==> src/rtl/wb_port_driver.sv <==
// Register-file write-port driver: merges ALU results with in-order load
// responses, tracks outstanding load destinations and flags decode hazards.
module wb_port_driver #(
  parameter int DEPTH  = 4,
  parameter int DATA_W = 32,
  parameter int ADDR_W = 5
) (
  input  logic              clk,
  input  logic              rst,
  input  logic              alu_valid,
  input  logic [ADDR_W-1:0] alu_rd,
  input  logic [DATA_W-1:0] alu_result,
  output logic              alu_ready,
  input  logic              ld_issue,
  input  logic [ADDR_W-1:0] ld_issue_rd,
  output logic              ld_ready,
  input  logic              ld_resp_valid,
  input  logic [DATA_W-1:0] ld_resp_data,
  input  logic [ADDR_W-1:0] q_rs1,
  input  logic [ADDR_W-1:0] q_rs2,
  input  logic [ADDR_W-1:0] q_rd,
  output logic              hazard,
  output logic [ADDR_W-1:0] A3,
  output logic [DATA_W-1:0] WD3,
  output logic              WE3,
  output logic              err
);
  localparam int PW   = $clog2(DEPTH);
  localparam int NREG = 1 << ADDR_W;

  typedef struct packed {
    logic [ADDR_W-1:0] rd;
    logic [DATA_W-1:0] data;
  } wr_t;

  logic [ADDR_W-1:0] q_mem [DEPTH];
  logic [PW-1:0]     wptr, rptr;
  logic [PW:0]       count;
  logic [NREG-1:0]   pending, pending_nxt;
  logic              skid_full;
  wr_t               skid;
  wr_t               alu_in, wsel;
  logic              wsel_vld, skid_load, skid_drain;
  logic              issue_acc, resp_acc, alu_acc;
  logic [ADDR_W-1:0] head_rd;

  assign head_rd   = q_mem[rptr];
  assign alu_in    = '{rd: alu_rd, data: alu_result};
  assign alu_ready = !skid_full;
  // Space is judged on the current count: a same-cycle response frees nothing.
  assign ld_ready  = (count != (PW+1)'(DEPTH)) && !pending[ld_issue_rd];
  assign issue_acc = ld_issue && ld_ready;
  assign resp_acc  = ld_resp_valid && (count != '0);
  assign alu_acc   = alu_valid && alu_ready;
  assign hazard    = pending[q_rs1] | pending[q_rs2] | pending[q_rd];

  // Port priority: load response, then skid, then a fresh ALU result.
  always_comb begin
    wsel       = alu_in;
    wsel_vld   = 1'b0;
    skid_load  = 1'b0;
    skid_drain = 1'b0;
    if (resp_acc) begin
      wsel      = '{rd: head_rd, data: ld_resp_data};
      wsel_vld  = 1'b1;
      skid_load = alu_acc;
    end else if (skid_full) begin
      wsel       = skid;
      wsel_vld   = 1'b1;
      skid_drain = 1'b1;
    end else if (alu_acc) begin
      wsel_vld = 1'b1;
    end
  end

  always_comb begin
    pending_nxt = pending;
    if (resp_acc) pending_nxt[head_rd] = 1'b0;
    if (issue_acc && ld_issue_rd != '0) pending_nxt[ld_issue_rd] = 1'b1;
    pending_nxt[0] = 1'b0;
  end

  always_ff @(posedge clk) begin
    if (issue_acc) q_mem[wptr] <= ld_issue_rd;
  end

  always_ff @(posedge clk) begin
    if (rst) begin
      wptr      <= '0;
      rptr      <= '0;
      count     <= '0;
      pending   <= '0;
      skid_full <= 1'b0;
      skid      <= '0;
      err       <= 1'b0;
      A3        <= '0;
      WD3       <= '0;
      WE3       <= 1'b0;
    end else begin
      if (issue_acc) wptr <= wptr + 1'b1;
      if (resp_acc)  rptr <= rptr + 1'b1;
      case ({issue_acc, resp_acc})
        2'b10:   count <= count + 1'b1;
        2'b01:   count <= count - 1'b1;
        default: ;
      endcase
      pending <= pending_nxt;
      if (ld_resp_valid && count == '0) err <= 1'b1;
      if (skid_load) begin
        skid_full <= 1'b1;
        skid      <= alu_in;
      end else if (skid_drain) begin
        skid_full <= 1'b0;
      end
      WE3 <= wsel_vld && (wsel.rd != '0);
      if (wsel_vld) begin
        A3  <= wsel.rd;
        WD3 <= wsel.data;
      end
    end
  end
endmodule

==> config.mk <==
export PLATFORM = sky130hd
export DESIGN_NAME = wb_port_driver
export DESIGN_NICKNAME = d
export VERILOG_FILES = /design/src/rtl/wb_port_driver.sv
export SDC_FILE = /design/constraint.sdc
export NUM_CORES = 1
export LEC_CHECK = 0
export CORE_AREA = 5 5 169 155
export CTS_BUF_LIST = sky130_fd_sc_hd__clkbuf_4 sky130_fd_sc_hd__clkbuf_8 sky130_fd_sc_hd__clkbuf_16
export DETAILED_ROUTE_END_ITERATION = 8
export DIE_AREA = 0 0 174 160
export MAX_ROUTING_LAYER = met4
export SLEW_MARGIN = 15
export SYNTH_ARGS = -nofsm -noshare
export SYNTH_HDL_FRONTEND = slang
export SYNTH_SLANG_ARGS = --single-unit
export TNS_END_PERCENT = 1
==> constraint.sdc <==
create_clock -name clk -period 3.5 [get_ports clk]
set_clock_uncertainty 0.1 [all_clocks]
set_input_delay 0.7 -clock clk [delete_from_list [all_inputs] [get_ports clk]]
set_output_delay 0.7 -clock clk [all_outputs]
set_load 0.005 [all_outputs]
### Yosys cells after proc, flatten, opt, wreduce, memory -nomap -nowiden

Memories as Yosys holds them, arrays and structs flattened. A register that Yosys moved wholly into a read port is not among the register bits.
Cells that the tools add are included.

| word-level totals | value |
|---|---|
| register bits after elaboration | 116 |
| logic and storage cells | 78 |
| input port bits | 94 |
| memories | 1 |
| RAM bits | 20 |
| output and inout port bits | 42 |

Memories:

| name | depth | width | rd ports | clocked after Yosys merged registers in | write ports | RTL line | RTL |
|---|---|---|---|---|---|---|---|
| q_mem | 4 | 5 | 1 | 1 | 1 | 36 | `logic [ADDR_W-1:0] q_mem [DEPTH];` |

| operators by class | value |
|---|---|
| equal/unequal tests | 3 |
| multiplexer cells | 29 |
| reductions and logical operators | 17 |
| magnitude comparators | 7 |
| bitwise operators | 5 |
| add/sub/neg operators | 4 |

Operators with widths:

| operator | number |
|---|---|
| $mux W37 | 2 |
| $mux W32 | 2 |
| $and A32 B32 Y32 | 1 |
| $not A32 Y32 | 1 |
| $or A32 B32 Y32 | 1 |
| $lt A5 B6 Y1 const B | 5 |
| $bmux W1 S5 | 4 |
| $mux W1 | 16 |
| $demux W1 S5 | 2 |
| $ge A5 B1 Y1 const B | 2 |
| $reduce_bool A5 Y1 | 2 |
| $logic_and A1 B1 Y1 | 9 |
| $pmux W3 S2 | 1 |
| $add A2 B1 Y2 const B | 2 |
| $mux W2 | 2 |
| $reduce_bool A2 Y1 | 2 |
| $add A3 B1 Y3 const B | 1 |
| $logic_not A3 Y1 | 1 |
| $ne A3 B3 Y1 const B | 1 |
| $reduce_bool A3 Y1 | 1 |
| $sub A3 B1 Y3 const B | 1 |
| $eq A2 B1 Y1 const B | 1 |
| $eq A2 B2 Y1 const B | 1 |
| $logic_not A1 Y1 | 2 |
| $or A1 B1 Y1 | 2 |

### Longest topological paths before layout

Gate-level depths: netlist (run 1).

| logic depth | value |
|---|---|
| word-level depth | 9 |
| depth in mapped cells | 12 |
| mapped depth without buffers | 10 |

### Worst setup path after synthesis (run 1)

Ideal clock, no wire load.

| timing | value |
|---|---|
| path kind | in2out |
| start point | input port q_rs2[0] |
| end point | output port hazard |
| arrival time | 2.328 ns |
| data required time | 2.700 ns |
| setup slack | 0.372 ns |
| buffers on the path | 1 |
| cell stages on the path | 5 |
| cell sequence | clkbuf_1 -> mux4_2 -> mux4_2 -> o21ai_0 -> nand4_1 |

| between the ends | value |
|---|---|
| word-level cells in the longest chain between the ends | 4 |

RTL lines:

| what | RTL line | RTL |
|---|---|---|
| start: declaration | 20 | `input logic [ADDR_W-1:0] q_rs2,` |
| $bmux W1 S5 | 55 | `assign hazard = pending[q_rs1] \| pending[q_rs2] \| pending[q_rd];` |
| $mux W1 (not written as such) | 55 |  |
| $or A1 B1 Y1 (2 in a row) | 55 |  |
| end: declaration | 22 | `output logic hazard,` |

Every way passes these cells. The select of a mux whose other input is x is not followed.

### Worst setup path after layout (run 1)

| timing | value |
|---|---|
| start point | input port q_rs2[1] |
| end point | output port hazard |

The elaborated chain is that of the path after synthesis.

==> metrics.cfg, run 1 <==
[sta]
min_period_ns = 3.42
rsz0062_at_grt = false
hold-worst-slack_ns = 0.353
slew_headroom_pct = 46.0
timing.final.crit_share_pct = 97.7
setup_viol = 0
maxSlewViolCount = 0
max_freq_mhz = 292
worst_pin_slew_ns = 0.809
hold_viol = 0

[synthesis]
synthTopCellsByArea = dfxtp_1, edfxtp_1, mux4_2
yosysMostFrequentCell = dfxtp_1
synth-seq-cells = 137
netlist_area_um2 = 7110
synth-edff-count = 20
synth_seq_area_share_pct = 41.4
synth_largest_area_cell = dfxtp_1
syn_avg_cell_area_um2 = 9.33
ys.warnings.count = 0
async_flop_share_pct = 0
synth_common_cells = dfxtp_1, nand2_1, nor2_1
syn_inst = 762
synth_cell_types = 46
synth_top_area_share_pct = 32.9
synthFlopType = dfxtp_1
synth_nets = 862

[die]
dieArea_um2 = 27800
num_rows = 54
top_level_ports = 136
die_x_um = 174
core_area_um2 = 24100
start_util_pct = 29.6
dieHeight_um = 160

[worst_setup_path]
start_kind = input port
critPathSlowestCell = mux4_2
cp_slowest_stage_delay_ns = 0.49
path_depth = 7
r2r-end = count[2]$_SDFFE_PP0P_
reg2reg_depth = 12
crit_type = input port to primary output
cp_data_arrival_time_ns = 2.62
crit_fanout = 8
cp_top_family = buffers and inverters
end_kind = primary output
rrSetupSlack_ns = 0.69
required_ns = 2.70
r2r-start = pending[13]$_SDFF_PP0_
critPathMostFrequentCell = mux4_2
path_buf_inv = 3
worstPathCellList = clkdlybuf4s50_1, buf_6, mux4_2, mux4_2, o21ai_2, nand4_1, clkdlybuf4s15_1

[cells_and_area]
final_nets = 1008
synthToLayoutAreaGrowth_pct = 36.0
fin_area_um2 = 9670
drive_gt1_share_pct = 13.7
final-instance-count-excl-fill = 1227
n_antenna_cell = 0

[global_route]
grt_max_degree = 82
track_usage_pct = 16.0
grt_overflow = 0
antenna_found_initial = 0
grt_pass1_wl_um = 34400
grt_pass1_vias = 6133

[status]
status = complete, no violations

[placement]
dp.cells = 1189
dp_hpwl_um = 15100
place_area_um2 = 8960
globalplace.congestion = 0.889
numPortBuffers = 135

[cts]
tritoncts = done
root_buffer = clkbuf_16
ctsHoldBuffers = 0
cts_buffers = 17
clockBufferDepth = 2
htree_levels = 4
clk_pin_slew_worst_paths_ns = 0.06
clock_latency_ns = 0.42
clock-sinks = 137

[route]
wirelength_um = 21800
drt-initial-drc-count = 580
first_pass_iters = 5
drc = 0
ant_nets = 0
viasPerCell = 5.11
wl_per_cell_um = 17.8
vias = 6273

[pwr]
power.density_nw_per_um2 = 599
p_total_w = 0.00580
p_leak_nw = 3.45
peakVddDrop_mv = 0.367

[hold_path]
min_path_cells = 2
whs_endpoint = skid[11]$_SDFFE_PP0P_
min_path_type = register to register
worstHoldStart = skid[11]$_SDFFE_PP0P_

[run]
drv_cap = 0

[report_power, final]
group          switching (W)  leakage, nW  internal (W)
registers           0.000193         1.14       0.00185
logic               0.000992         1.99      0.000858
clock network       0.000651        0.318       0.00126
total                0.00184         3.45       0.00396
[state kept, by name, summed over array words and instances, names as in the netlist, 2 cells and up, named ones only]
| signal | flops |
|---|---|
| A3 | 5 |
| WD3 | 32 |
| count | 3 |
| pending | 31 |
| q_mem | 20 |
| rptr | 2 |
| skid | 37 |
| wptr | 2 |
[routing by layer]
metal  GRT usage [%]  part of all wire (%)
met4            5.15                   1.5
met5               -                     0
met1            21.9                    46
met3            4.11                   7.3
met2            23.3                    45
[logic make-up (layout without fill, tap and decap cells)]
family | count (synthesis) | count (layout) | synth area share (%)
compound gates | 173 | 173 | 15.1
simple gates | 281 | 281 | 18.6
xor+xnor | 4 | 4 | 0.493
flops | 137 | 137 | 41.4
fa+ha+maj | 6 | 6 | 1.16
mux | 94 | 94 | 19.1
buf+inv | 67 | 224 | 4.13
[area by class of cell]
cell class | count | area (um^2)
Clock buffer | 23 | 524
Timing Repair Buffer | 184 | 1780
Multi-Input combinational cell | 558 | 3890
Sequential cell | 137 | 2940
Fill cell | 2396 | 14400
Clock inverter | 7 | 110
Tap cell | 308 | 385
Inverter | 10 | 37.5
[worst min-delay path, cell delays in order, from the launching register on]
cell and delay (ns):
dfxtp_1 0.31, nand2_1 0.05, a21oi_1 0.05
[how the worst max path moves through the flow]
stage / from / endpoint / slack, ns
floorplan: q_rs2[0] / hazard / 0.37
global placement: q_rs2[0] / hazard / -0.39
detailed placement: q_rs2[0] / hazard / -0.45
CTS: q_rs2[0] / hazard / -0.16
global route: q_rs1[1] / hazard / 0.0004
finish: q_rs2[1] / hazard / 0.08
[metrics by stage]
stage	util (%)	setup TNS, ns	setup WS, ns
2_1_floorplan	-	0	0.372
3_3_place_gp	37.2	-0.786	-0.391
6_report	40.2	0	0.0791
5_1_grt	40.2	0	0.000429
4_1_cts	40.0	-0.157	-0.157
3_5_place_dp	37.2	-0.980	-0.448
[placed cells by master, fill, tap and decap left out, drive strengths merged, types with 2 or more instances in the layout]
master,Yosys,layout
a31oi,2,2
mux2i,56,56
mux4,31,31
dlymetal6s2s,0,3
and3,6,6
clkdlybuf4s50,0,129
clkinv,0,4
dfxtp,117,117
o21ai,20,20
ha,5,5
nand4,2,2
or3,3,3
clkbuf,43,24
or2,3,3
nand3,11,11
o31ai,33,33
bufinv,0,3
a211oi,33,33
nor2b,19,19
xor2,3,3
a21oi,76,76
inv,10,10
mux2,7,7
nor2,88,88
nand3b,27,27
nor3b,5,5
nor3,5,5
buf,14,50
edfxtp,20,20
nand2,103,103
nand2b,5,5
[timing repair]
| action | in CTS | in global routing |
|---|---|---|
| setup endpoints to repair | 2 | 2 |
| pin swaps | 1 | 3 |
| resized for setup | 5 | 8 |
| setup buffers | 2 | 6 |
Note: power is estimated with default switching activity, not from simulation.
==> run 2: changes to the inputs <==
Settings changed: CAP_MARGIN set to 20.
==> results of run 2 <==
Same layout as run 1: the final DEF is identical, and so are final timing and power.
